### config.mk
export PLATFORM = sky130hd
export DESIGN_NAME = k_and_s_control_unit
export DESIGN_NICKNAME = d
export VERILOG_FILES = /design/src/rtl/k_and_s_control_unit.sv
export SDC_FILE = /design/constraint.sdc
export NUM_CORES = 1
export LEC_CHECK = 0
export CORE_ASPECT_RATIO = 1.4
export CORE_MARGIN = 2
export CORE_UTILIZATION = 45
export CTS_BUF_LIST = sky130_fd_sc_hd__clkbuf_8
export CTS_CLUSTER_SIZE = 25
export DETAILED_ROUTE_END_ITERATION = 8
export PLACE_DENSITY_LB_ADDON = 0.2
export SYNTH_ARGS = -nofsm -noshare
export SYNTH_HDL_FRONTEND = slang
export SYNTH_SLANG_ARGS = --single-unit
### constraint.sdc
create_clock -name clk -period 2.3 [get_ports clk]
set_input_delay 0.46 -clock clk [delete_from_list [all_inputs] [get_ports clk]]
set_output_delay 0.46 -clock clk [all_outputs]
set_load 0.02 [all_outputs]
### src/rtl/k_and_s_control_unit.sv
// rtl/k_and_s_control_unit.sv - K&S processor multi-cycle control unit (fetch/decode/execute/writeback/branch/halt)
//
// k_and_s_pkg : decoded_instruction_type shared with the datapath decoder.
//
// k_and_s_control_unit ports:
//   clk, rst_n            - rising-edge clock, asynchronous active-low reset
//   decoded_instruction   - opcode from the datapath decoder, sampled only in DECODE
//   zero_op, neg_op,
//   unsigned_overflow,
//   signed_overflow       - registered ALU flags from the datapath
//   branch, pc_enable     - PC load select / PC update strobe
//   ir_enable             - instruction register load strobe
//   addr_sel              - RAM address select (0 = PC, 1 = mem_addr)
//   c_sel                 - register write source (0 = ALU, 1 = RAM data)
//   operation             - ALU op: 00 OR, 01 ADD, 10 SUB, 11 AND
//   write_reg_enable      - register file write strobe
//   flags_reg_enable      - flags register update strobe
//   ram_write_enable      - RAM write strobe
//   halt                  - sticky halted indication
//   retired_count         - retired instruction counter, wraps

package k_and_s_pkg;
    typedef enum logic [3:0] {
        I_NOP, I_LOAD, I_STORE, I_MOVE, I_ADD, I_SUB, I_AND, I_OR,
        I_BRANCH, I_BZERO, I_BNZERO, I_BNEG, I_BNNEG, I_BOV, I_BNOV, I_HALT
    } decoded_instruction_type;
endpackage

module k_and_s_control_unit
    import k_and_s_pkg::*;
#(
    parameter int MEM_WAIT_CYCLES = 1,
    parameter int COUNT_W         = 16
) (
    input  logic                    clk,
    input  logic                    rst_n,
    input  decoded_instruction_type decoded_instruction,
    input  logic                    zero_op,
    input  logic                    neg_op,
    input  logic                    unsigned_overflow,
    input  logic                    signed_overflow,
    output logic                    branch,
    output logic                    pc_enable,
    output logic                    ir_enable,
    output logic                    addr_sel,
    output logic                    c_sel,
    output logic [1:0]              operation,
    output logic                    write_reg_enable,
    output logic                    flags_reg_enable,
    output logic                    ram_write_enable,
    output logic                    halt,
    output logic [COUNT_W-1:0]      retired_count
);

    typedef enum logic [3:0] {
        ST_RESET,
        ST_FETCH_ADDR,
        ST_FETCH_WAIT,
        ST_FETCH_LATCH,
        ST_DECODE,
        ST_EXEC_ALU,
        ST_LOAD_ADDR,
        ST_LOAD_WAIT,
        ST_LOAD_WB,
        ST_STORE_ADDR,
        ST_STORE_WR,
        ST_BRANCH,
        ST_HALT
    } state_t;

    localparam logic [3:0] WAIT_LAST = 4'(MEM_WAIT_CYCLES - 1);

    state_t                  state;
    state_t                  next_state;
    logic [3:0]              wait_cnt;
    logic                    wait_done;
    logic                    in_wait;
    decoded_instruction_type instr_q;
    logic                    taken;
    logic                    retire;

    assign in_wait   = (state == ST_FETCH_WAIT) || (state == ST_LOAD_WAIT);
    assign wait_done = (wait_cnt == WAIT_LAST);
    // Every completed instruction re-enters FETCH_ADDR; only the exit from RESET is not a retirement.
    assign retire    = (next_state == ST_FETCH_ADDR) && (state != ST_RESET);

    always_ff @(posedge clk or negedge rst_n) begin
        if (!rst_n) begin
            state         <= ST_RESET;
            wait_cnt      <= 4'd0;
            instr_q       <= I_NOP;
            retired_count <= '0;
        end else begin
            state <= next_state;
            if (in_wait && !wait_done) begin
                wait_cnt <= wait_cnt + 4'd1;
            end else begin
                wait_cnt <= 4'd0;
            end
            // Latching the opcode in DECODE makes later changes on the input harmless.
            if (state == ST_DECODE) begin
                instr_q <= decoded_instruction;
            end
            if (retire) begin
                retired_count <= retired_count + COUNT_W'(1);
            end
        end
    end

    always_comb begin
        taken = 1'b0;
        case (instr_q)
            I_BRANCH: taken = 1'b1;
            I_BZERO:  taken = zero_op;
            I_BNZERO: taken = !zero_op;
            I_BNEG:   taken = neg_op;
            I_BNNEG:  taken = !neg_op;
            I_BOV:    taken = signed_overflow | unsigned_overflow;
            I_BNOV:   taken = !(signed_overflow | unsigned_overflow);
            default:  taken = 1'b0;
        endcase
    end

    always_comb begin
        next_state       = state;
        branch           = 1'b0;
        pc_enable        = 1'b0;
        ir_enable        = 1'b0;
        addr_sel         = 1'b0;
        c_sel            = 1'b0;
        operation        = 2'b00;
        write_reg_enable = 1'b0;
        flags_reg_enable = 1'b0;
        ram_write_enable = 1'b0;
        halt             = 1'b0;

        case (state)
            ST_RESET: begin
                next_state = ST_FETCH_ADDR;
            end
            ST_FETCH_ADDR: begin
                next_state = ST_FETCH_WAIT;
            end
            ST_FETCH_WAIT: begin
                if (wait_done) begin
                    next_state = ST_FETCH_LATCH;
                end
            end
            ST_FETCH_LATCH: begin
                ir_enable  = 1'b1;
                pc_enable  = 1'b1;
                next_state = ST_DECODE;
            end
            ST_DECODE: begin
                case (decoded_instruction)
                    I_NOP:                              next_state = ST_FETCH_ADDR;
                    I_ADD, I_SUB, I_AND, I_OR, I_MOVE:  next_state = ST_EXEC_ALU;
                    I_LOAD:                             next_state = ST_LOAD_ADDR;
                    I_STORE:                            next_state = ST_STORE_ADDR;
                    I_HALT:                             next_state = ST_HALT;
                    default:                            next_state = ST_BRANCH;
                endcase
            end
            ST_EXEC_ALU: begin
                case (instr_q)
                    I_ADD:   operation = 2'b01;
                    I_SUB:   operation = 2'b10;
                    I_AND:   operation = 2'b11;
                    default: operation = 2'b00;
                endcase
                write_reg_enable = 1'b1;
                flags_reg_enable = (instr_q != I_MOVE);
                next_state       = ST_FETCH_ADDR;
            end
            ST_LOAD_ADDR: begin
                addr_sel   = 1'b1;
                next_state = ST_LOAD_WAIT;
            end
            ST_LOAD_WAIT: begin
                addr_sel = 1'b1;
                if (wait_done) begin
                    next_state = ST_LOAD_WB;
                end
            end
            ST_LOAD_WB: begin
                addr_sel         = 1'b1;
                c_sel            = 1'b1;
                write_reg_enable = 1'b1;
                next_state       = ST_FETCH_ADDR;
            end
            ST_STORE_ADDR: begin
                addr_sel   = 1'b1;
                next_state = ST_STORE_WR;
            end
            ST_STORE_WR: begin
                addr_sel         = 1'b1;
                ram_write_enable = 1'b1;
                next_state       = ST_FETCH_ADDR;
            end
            ST_BRANCH: begin
                branch     = taken;
                pc_enable  = taken;
                next_state = ST_FETCH_ADDR;
            end
            ST_HALT: begin
                halt = 1'b1;
            end
            default: begin
                next_state = ST_RESET;
            end
        endcase
    end

endmodule

; ---- Word-level counts from Yosys, hierarchy flattened
; Memory sizes are Yosys's and may differ from the RTL's.
; Cells that the tools add are included.
[op_classes]
addsub = 2
eq_ne = 24
mux = 16
n_bitwise = 1
n_reduce_logical = 13
[ops]
columns = cell, n
row1 = $eq 4x4->1 const B, 12
row2 = $pmux 4 s9, 1
row3 = $eq 4x3->1 const B, 7
row4 = $add 16x1->16 const B, 1
row5 = $mux 4, 3
row6 = $reduce_or 5->1, 2
row7 = $eq 4x1->1 const B, 2
row8 = $eq 4x2->1 const B, 2
row9 = $logic_not 4->1, 2
row10 = $mux 1, 8
row11 = $pmux 1 s7, 1
row12 = $pmux 2 s3, 1
row13 = $add 4x1->4 const B, 1
row14 = $logic_not 1->1, 4
row15 = $ne 4x2->1 const B, 1
row16 = $reduce_bool 4->1, 1
row17 = $logic_and 1x1->1, 2
row18 = $mux 2, 1
row19 = $pmux 1 s2, 1
row20 = $reduce_or 2->1, 1
row21 = $logic_or 1x1->1, 1
row22 = $or 1x1->1, 1
[totals]
ff_bits = 28
mem_bits_ro = 64
inputBits = 10
out_inout_bits = 27
elab_cells = 61
mem_count = 1
[memory_table]
columns = memory, depth, width, read_ports, rd_ports_with_merged_regs, write_ports, line_no
row1 = (no name shown), 16, 4, 1, 0, 0, 155  ; case (decoded_instruction)

; ---- Depth between registers and ports, before layout
; Gate-level depths: netlist of the first run.
[depth]
depth_word = 5
ltp_mapped = 8
ltp_nobuf = 7

; ---- Worst setup path before layout of the first run
; Ideal clock, no wire load.
[synth_path]
path_kind = input -> register
startpoint = in decoded_instruction[3]
endpoint = reg retired_count[1]
setup_time_ns = 0.125
t_arrival_ns = 2.064
required_ns = 2.175
slack_ns = 0.111
stages = 5
path_buffers = 0
cell_sequence = or4b_1 > a32o_2 > o32ai_4 > or3b_4 > mux2_4
[synth_via]
elab_chain_len = 4
[synth_lines]
columns = item, line_no
row1 = from (decl), 37  ; input decoded_instruction_type decoded_instruction,
row2 = $mem_v2 16x4, -
row3 = $pmux 4 s9, 137  ; case (state)
row4 = $eq 4x1->1, 85  ; assign retire = (next_state == ST_FETCH_ADDR) && (state != ST_RESET);
row5 = $logic_and 1x1->1, 85
row6 = to (signal assigned), 105  ; retired_count <= retired_count + COUNT_W'(1);
row7 = to (decl), 52  ; output logic [COUNT_W-1:0] retired_count
; Every way passes these cells.
; A chain may end at the register's enable or synchronous reset.

; ---- Final worst setup path of the first run
[layout_path]
startpoint = reg wait_cnt[0]
endpoint = reg retired_count[2]
[layout_via]
elab_chain_len = 5
elab_cells_between_ends = 6
classes_between = eq/ne (1) / mux (3) / reduce/logical (2)
[layout_lines]
columns = item, line_no
row1 = from (decl), 75  ; logic [3:0] wait_cnt;
row2 = from (signal assigned), 96  ; wait_cnt <= wait_cnt + 4'd1;
row3 = $logic_not 4->1 (*), 83  ; assign wait_done = (wait_cnt == WAIT_LAST);
row4 = $mux 4 (on tied branches), "181, 145"
row5 = $pmux 4 s9 (*), 137
row6 = $eq 4x1->1 (*), 85
row7 = $logic_and 1x1->1 (*), 85
; Mark *: on every way between the ends. The rest lies on a longest branch, timed or not.

==> flow_metrics.tcl, run 1 <==
set metrics [dict create \
    outcome "complete, no violations" \
    dp_hpwl_microns 3508 \
    dp_slack_ps -348.1 \
    hp-class "reg -> reg" \
    critPathKind "reg -> reg" \
    layout.nets 260 \
    postLayoutSetupSlackWorst_ps 18.83 \
    cts_hold_buf 0 \
    worstHoldStart "retired_count[15]" \
    critPathSlowestCell "or4b_4" \
    fp-row-count 28 \
    rrSetupSlack_ps 20 \
    first_pass_iters 5 \
    yosysWarnings 0 \
    finClkSkew_ps 1.814 \
    drv_slew 0 \
    die_w_microns 59.48 \
    first_iter_violations 77 \
    setup_viol_count_final 0 \
    yosys-top-cells-area "dfrtp_1 36%, xor2_1 6.3%, nor4_2 5.2%, buf_6 3.5%, nor2_1 3.3%" \
    via_count 1758 \
    die_area_sq_mm 0.004858 \
    powerDensity_mw_per_mm2 1290 \
    grt_max_degree 29 \
    synth.distinct_cells 61 \
    io_pins 37 \
    drv_cap 0 \
    drt_wl_total_microns 5142 \
    clk_pin_slew_ps 100 \
    synth_edf_count 0 \
    path_buf_inv 2 \
    antenna_found_initial 0 \
    syn_area_sq_mm 0.001939 \
    coreArea_sq_mm 0.004169 \
    cts_max_path_buffers 2 \
    grt_first_pass_wirelength_microns 7569 \
    wl_per_cell_microns 17.67 \
    root_buffer "clkbuf_8" \
    max_freq_mhz 438.4 \
    power_mw 3.499 \
    min_period_ps 2281 \
    tightest_slew_ps 367.9 \
    cts_buffers 3 \
    antenna_cells 0 \
    reg2regPathDepth 8 \
    ant_nets 0 \
    cts_sinks 28 \
    overflow 0 \
    worstSetupEndpointType "flop" \
    area_delta_synth_final_pct 39.81 \
    grt_pass1_vias 1739 \
    fin_crit_sh 0.9918 \
    io_buffers 36 \
    ys_seq_elements 28 \
    reg2reg_from "wait_cnt[0]" \
    synth_seq_area_share 0.3613 \
    required_ps 2470 \
    syn_avg_cell_area_sq_um 10.43 \
    ir_drop_v 0.0009897 \
    routed_via_density 6.041 \
    cts-htree-levels 1 \
    worst_path_largest_cell_delay_ps 480 \
    leakagePower_nw 1.219 \
    cp_cell_sequence "inv_1 -> ha_1 -> or3b_4 -> o2111ai_4 -> o32ai_4 -> buf_12 -> or4b_4 -> xnor2_1" \
    gp_congestion 0.8189 \
    clk_latency_ps 270 \
    yosysTopAreaCellShare 0.3613 \
    synth_nets 199 \
    path_max_fanout 5 \
    drive_gt1_frac 0.3333 \
    tritoncts "built" \
    final_core_util 0.6504 \
    hold_depth 1 \
    critPathTopFamily "simple AND/OR/NAND/NOR gates" \
    yosys_most_used_dff "dfrtp_1" \
    hold_viol 0 \
    syn_inst 186 \
    critPathArrivalTime_ps 2450 \
    whs_endpoint "retired_count[15]" \
    worstSetupStartpointType "flop" \
    max_slew_margin 0.7547 \
    rsz0062_at_grt "true" \
    async_flop_share 1.000 \
    timing.rr.end "retired_count[2]" \
    track_usage 0.2035 \
    drcViolationCount 0 \
    dieHeight_microns 81.68 \
    yosys.area.top_type "dfrtp_1" \
    initial_utilization 0.4652 \
]
synth_stat cells, types with 2 or more instances:
library cell	instances
xnor2_1	6
nor3b_1	4
ha_1	3
nand4_1	6
nand2_1	10
dfrtp_1	28
nor2_1	17
a21oi_1	2
buf_6	6
mux2_2	3
or2_2	2
o21ai_0	5
nor4_2	8
nand2b_1	2
and2_1	2
or4b_1	2
o31a_2	2
xor2_1	14
and3_1	4
nor3_2	2
or3b_1	3
nor4_1	3
buf_2	2
nand3_1	7
inv_1	7
layer usage:
layer | wire length (microns) | global-route usage | vias to the layer above | share of wire
met1 | 1895 | 0.2196 | 872 | 0.37
li1 | - | - | 791 | -
met3 | 269 | 0.02362 | 21 | 0.052
met2 | 2799 | 0.3824 | 74 | 0.54
met4 | 177 | 0.09545 | 0 | 0.034
met5 | 0 | 0 | - | 0
through the flow:
stage | setup TNS (ps) | hold slack (ps) | area (sq um) | std cells
detailed placement | -5563 | 460.5 | 2444 | 280
global route | -126.1 | 505.6 | 2711 | 291
global placement | -4986 | 457.6 | 2444 | 280
floorplan | 0 | 164.4 | 1939 | 186
CTS | 0 | 479.6 | 2527 | 284
finish | 0 | 478.6 | 2711 | 291
cell families after synthesis:
family          Yosys count  synth area share
fa+ha+maj                 3           0.01936
xor+xnor                 20           0.09032
compound gates           26            0.1277
buf+inv                  19           0.07161
mux                       4           0.02516
simple gates             86            0.3045
flops                    28            0.3613
worst register-to-register path: stages, from the launching register on:
cell	delay [ps]
dfrtp_1	390
inv_1	60
ha_1	150
or3b_4	400
o2111ai_4	240
o32ai_4	150
buf_12	160
or4b_4	480
xnor2_1	140
layout make-up:
type	instances	area, sq um
timing repair buffer	68	639.4
clock inverter	1	30.03
tap	45	56.30
clock buffer	3	41.29
inverter	7	26.28
sequential	28	703.2
multi-input combinational	139	1215
fill	335	1458
where the power goes:
part           switching, mW  internal (mW)  leakage [nW]
Combinational           1.20           1.10         0.817
Sequential             0.194          0.612         0.367
Clock                  0.157          0.233        0.0357
flip-flops by register name, indices dropped and copies added (netlist names):
signal and cells:
retired_count 16, state 4, wait_cnt 4, instr_q 4
layout by cell type, fill, tap and decap left out, drive strengths merged, types with 5 or more instances in the layout:
master	count
clkbuf	5
nand3	7
nand2	11
inv	7
nor3b	5
xor2	14
buf	32
nand4	6
dlygate4sd2	7
nor4	11
o21ai	6
clkdlybuf4s50	21
dfrtp	28
xnor2	6
nor2	17
repair_timing:
| item | CTS | global route |
|---|---|---|
| gates resized for setup | 21 | 27 |
| setup endpoints to repair | 26 | 16 |
| cloned | 0 | 2 |
| setup buffers | 0 | 5 |
| pin swaps | 3 | 9 |
worst max path at each step:
| stage | startpoint | depth (start not counted) | slack, ps | to |
|---|---|---|---|---|
| after CTS | decoded_instruction[0] | 8 | 4 | retired_count[2] |
| after floorplan | decoded_instruction[3] | 5 | 110 | retired_count[1] |
| after global routing | wait_cnt[0] | 8 | -70 | retired_count[2] |
| after detailed placement | decoded_instruction[3] | 7 | -350 | retired_count[14] |
| final | wait_cnt[0] | 8 | 20 | retired_count[2] |
| after global placement | decoded_instruction[3] | 7 | -310 | retired_count[14] |
Note: power is estimated with default switching activity, not from simulation.
==> run 2: changes to the inputs <==
--- a/config.mk
+++ b/config.mk
@@ -6,7 +6,6 @@
 export NUM_CORES = 1
 export LEC_CHECK = 0
 export CORE_ASPECT_RATIO = 1.4
-export CORE_MARGIN = 2
 export CORE_UTILIZATION = 45
 export CTS_BUF_LIST = sky130_fd_sc_hd__clkbuf_8
 export CTS_CLUSTER_SIZE = 25
==> run 2 against run 1 <==
The flow now finishes with violations (DRC, setup timing). Worst setup slack got worse by 33 ps. Clock power about the same. Non-clock buffer count shrank 2. Maximum frequency decreased by 1.4%. Hold slack better by 2.5 ps. Die area decreased by 5.7%. Clock skew up 11 ps. Critical endpoint unchanged.
==> flow_metrics.tcl, run 2 (synthesis gave the netlist of run 1 again) <==
set metrics [dict create \
    drv_cap 0 \
    cts_max_path_buffers 2 \
    finalSetupTns_ps -13.94 \
    setup_viol_count_final 1 \
    gp_congestion 0.8813 \
    critPathArrivalTime_ps 2480 \
    via_count 1660 \
    drive_gt1_frac 0.3115 \
    max_slew_margin 0.7342 \
    critPathSlowestCell "or4b_4" \
    path_max_fanout 14 \
    final_core_util 0.6359 \
    dp_hpwl_microns 3466 \
    root_buffer "clkbuf_8" \
    dp_slack_ps -362.2 \
    clk_pin_slew_ps 100 \
    ir_drop_v 0.0007767 \
    die_w_microns 57.48 \
    layout.nets 258 \
    max_freq_mhz 432.2 \
    worstHoldStart "retired_count[15]" \
    required_ps 2460 \
    overflow 0 \
    violations "DRC, setup timing" \
    worstSetupStartpointType "flop" \
    largest-register "retired_count" \
    cp_cell_sequence "inv_1 -> ha_2 -> or3b_4 -> o2111ai_4 -> o32ai_4 -> buf_8 -> or4b_4 -> xnor2_1" \
    io_pins 37 \
    track_usage 0.2216 \
    io_buffers 36 \
    placed_area_sq_mm 0.002466 \
    multi_input_area_sq_mm 0.001134 \
    die_area_sq_mm 0.004580 \
    cts-htree-levels 1 \
    antenna_cells 0 \
    ant_nets 0 \
    grt_first_pass_wirelength_microns 7983 \
    hp-class "reg -> reg" \
    layout_commonest_cell "buf_4" \
    dieHeight_microns 79.68 \
    clk_latency_ps 280 \
    worst_path_largest_cell_delay_ps 480 \
    coreArea_sq_mm 0.004020 \
    crit_start "wait_cnt[0]" \
    reg2reg_from "wait_cnt[0]" \
    first_pass_iters 6 \
    first_iter_violations 81 \
    powerDensity_mw_per_mm2 1189 \
    num-fill-cells 351 \
    leakagePower_nw 1.172 \
    dp_cells 283 \
    grt_pass1_vias 1790 \
    final_cell_mix "29 x buf_4, 28 x dfrtp_1, 21 x clkdlybuf4s50_1, 17 x nor2_1, 14 x xor2_1" \
    tightest_slew_ps 398.7 \
    worstSetupEndpointType "flop" \
    drcViolationCount 4 \
    whs_ps 481.1 \
    critPathKind "reg -> reg" \
    fin_crit_sh 1.006 \
    register_area_sq_um 700.7 \
    power_mw 3.038 \
    routed_via_density 5.784 \
    rsz0062_at_grt "true" \
    tritoncts "built" \
    post_cts_buffers 0 \
    largest_reg_flops 16 \
    antenna_found_initial 0 \
    cts_buffers 3 \
    grt_max_degree 29 \
    drv_slew 0 \
    finClkSkew_ps 12.88 \
    cts_sinks 28 \
    fp-row-count 27 \
    postLayoutSetupSlackWorst_ps -13.94 \
    hold_viol 0 \
    wl_per_cell_microns 15.77 \
    initial_utilization 0.4824 \
    min_period_ps 2314 \
    drt_wl_total_microns 4526 \
    layoutNonFillerInstCount 287 \
    outcome "finished, violations left" \
    area_delta_synth_final_pct 31.81 \
    fin_area_sq_mm 0.002556 \
]
[run 2: worst paths after layout]
kind,to,cells after the start,slack (ps)
worst max-delay path,retired_count[2],8,-10
worst min-delay path,retired_count[15],1,480
min in group asynchronous,instr_q[3],2,540
max in group asynchronous,retired_count[3],2,1480
worst max register to register,retired_count[2],8,-10
worst min register to register,retired_count[15],1,480
[run 2: area by class of cell]
| class | count | area share |
|---|---|---|
| inverters | 7 | 0.01028 |
| clock buffers | 3 | 0.01615 |
| repair buffers | 66 | 0.2232 |
| flip-flops and latches | 28 | 0.2741 |
| multi-input cells | 139 | 0.4435 |
| well taps | 43 | 0.02105 |
| clock inverters | 1 | 0.01175 |
[run 2: where the power goes]
part | leakage [nW] | total [mW] | switching (mW) | internal, mW
registers | 0.369 | 0.768 | 0.159 | 0.609
logic | 0.767 | 1.88 | 1.00 | 0.880
clock network | 0.0357 | 0.390 | 0.157 | 0.233
[run 2: critical path, delay by kind of cell (launching register included)]
kind                       cells  cell delay, ps
and+or+nand+nor                2             870
AOI/OAI and AO/OA              2             400
DFF                            1             390
buffers and inverters          2             250
adders and majority gates      1             170
xor gates and xnor gates       1             140
[run 2: routing by layer]
layer  track usage  vias to the layer above  part of all wire
met4        0.1195                        0             0.027
met1        0.2591                      806              0.40
met2        0.3919                       49              0.53
met3       0.02107                       10             0.039
li1              -                      795                 -
met5             0                        -                 0
[run 2: timing repair]
item                                    in CTS  in global routing
hold buffers                                 0                  0
pin swaps                                    4                  1
hold endpoints to repair                     0                  0
resized for setup                           17                 15
endpoints found under the setup margin      24                 20
==> run 3: changes to the inputs <==
--- a/config.mk
+++ b/config.mk
@@ -6,7 +6,7 @@
 export NUM_CORES = 1
 export LEC_CHECK = 0
 export CORE_ASPECT_RATIO = 1.4
-export CORE_UTILIZATION = 45
+export CORE_UTILIZATION = 35
 export CTS_BUF_LIST = sky130_fd_sc_hd__clkbuf_8
 export CTS_CLUSTER_SIZE = 25
 export DETAILED_ROUTE_END_ITERATION = 8
==> run 3 against run 2 <==
The run now ends clean. Utilization fell by 14 points. Sequential cell count is the same. First-iteration DRC count fell by 30%. Maximum frequency increased by 3.4%. Non-clock buffer count grew 2. Clock power up 2%. Cell count up 8.7%. Sequential share of layout area fell by 0.57 points. Wire length grew 4.2%. Critical path type unchanged. Critical endpoint unchanged. Largest cell class unchanged. Highest routed layer unchanged.
==> flow_metrics.tcl, run 3 (synthesis gave the netlist of run 1 again) <==
set metrics [dict create \
    layoutNonFillerInstCount 312 \
    final_cell_mix "30 x buf_4, 28 x dfrtp_1, 21 x clkdlybuf4s50_1, 17 x nor2_1, 14 x xor2_1" \
    grt_first_pass_wirelength_microns 7872 \
    io_pins 37 \
    routed_via_density 5.301 \
    layout.nets 260 \
    min_period_ps 2239 \
    drv_slew 0 \
    drcViolationCount 0 \
    initial_utilization 0.3704 \
    path_max_fanout 3 \
    drv_cap 0 \
    final_core_util 0.4984 \
    tritoncts "built" \
    drt_wl_total_microns 4714 \
    max_slew_margin 0.7422 \
    io_buffers 36 \
    gp_congestion 0.7893 \
    largest_reg_flops 16 \
    clk_pin_slew_ps 110 \
    die_w_microns 64.91 \
    dp_hpwl_microns 3402 \
    worstHoldStart "retired_count[15]" \
    antenna_cells 0 \
    fin_crit_sh 0.9734 \
    drive_gt1_frac 0.3008 \
    path_buf_inv 2 \
    via_count 1654 \
    hold_viol 0 \
    first_pass_iters 4 \
    coreArea_sq_mm 0.005236 \
    cts_max_path_buffers 2 \
    worstSetupStartpointType "flop" \
    powerDensity_mw_per_mm2 1237 \
    critPathKind "reg -> reg" \
    dieHeight_microns 90.08 \
    die_area_sq_mm 0.005847 \
    ant_nets 0 \
    cp_cell_sequence "inv_1 -> ha_1 -> or3b_4 -> o2111ai_4 -> o32ai_4 -> buf_6 -> or4b_1 -> xnor2_1" \
    first_iter_violations 57 \
    tightest_slew_ps 386.7 \
    layout_commonest_cell "buf_4" \
    area_delta_synth_final_pct 34.58 \
    track_usage 0.1685 \
    fp-row-count 31 \
    whs_ps 509.7 \
    clk_latency_ps 280 \
    grt_max_degree 29 \
    outcome "complete, no violations" \
    leakagePower_nw 1.172 \
    required_ps 2460 \
    worstSetupEndpointType "flop" \
    wl_per_cell_microns 15.11 \
    critPathArrivalTime_ps 2400 \
    finClkSkew_ps 11.52 \
    postLayoutSetupSlackWorst_ps 61.25 \
    dp_cells 304 \
    critPathSlowestCell "or4b_1" \
    power_mw 3.230 \
    overflow 0 \
    crit_start "wait_cnt[0]" \
    ir_drop_v 0.0006475 \
    cts-htree-levels 1 \
    root_buffer "clkbuf_8" \
    cts_buffers 3 \
    grt_pass1_vias 1646 \
    hp-class "reg -> reg" \
    dp_slack_ps -381.8 \
    reg2reg_from "wait_cnt[0]" \
    cts_hold_buf 0 \
    antenna_found_initial 0 \
    largest-register "retired_count" \
    setup_viol_count_final 0 \
    worst_path_largest_cell_delay_ps 480 \
    cts_sinks 28 \
    critPathTopFamily "simple AND/OR/NAND/NOR gates" \
    max_freq_mhz 446.7 \
]
-- run 3: layout make-up --
| type | instances | area, sq um |
|---|---|---|
| fill | 506 | 2626 |
| multi-input combinational | 139 | 1146 |
| sequential | 28 | 700.7 |
| timing repair buffer | 68 | 583.1 |
| tap | 66 | 82.58 |
| clock buffer | 3 | 41.29 |
| clock inverter | 1 | 30.03 |
| inverter | 7 | 26.28 |
-- run 3: worst reg2reg max path, cell delays in order (launching register included) --
cell       delay [ps]
dfrtp_1           390
inv_1              60
ha_1              150
or3b_4            390
o2111ai_4         250
o32ai_4           140
buf_6             140
or4b_1            480
xnor2_1           140
-- run 3: worst paths after layout --
check,endpoint,slack (ps),depth (start not counted)
worst max register to register,retired_count[2],60,8
worst min-delay path,retired_count[15],510,1
worst max-delay path,retired_count[2],60,8
min in group asynchronous,retired_count[11],550,2
worst min register to register,retired_count[15],510,1
max in group asynchronous,retired_count[2],1470,2
-- run 3: through the flow --
stage	instance area (sq um)	TNS [ps]
2_1_floorplan	1939	0
3_3_place_gp	2480	-5301
3_5_place_dp	2480	-5912
4_1_cts	2566	0
5_1_grt	2610	-7.794
6_report	2610	0
-- run 3: report_power, final --
group,internal (mW),switching [mW],total [mW]
combinational,0.983,1.09,2.07
clock,0.233,0.165,0.399
sequential,0.609,0.149,0.758
total,1.83,1.40,3.23
-- run 3: what timing repair did --
action,in CTS,in global routing
gates resized for setup,20,14
gates cloned,1,0
setup buffers,2,1
pin swaps,4,3
setup endpoints to repair,21,9
-- run 3: metal layers --
metal,up-vias,routed length (microns),global-route usage
met5,-,0,0
met4,0,59,0.04815
li1,795,-,-
met3,8,184,0.01650
met1,804,2031,0.2102
met2,47,2439,0.2986
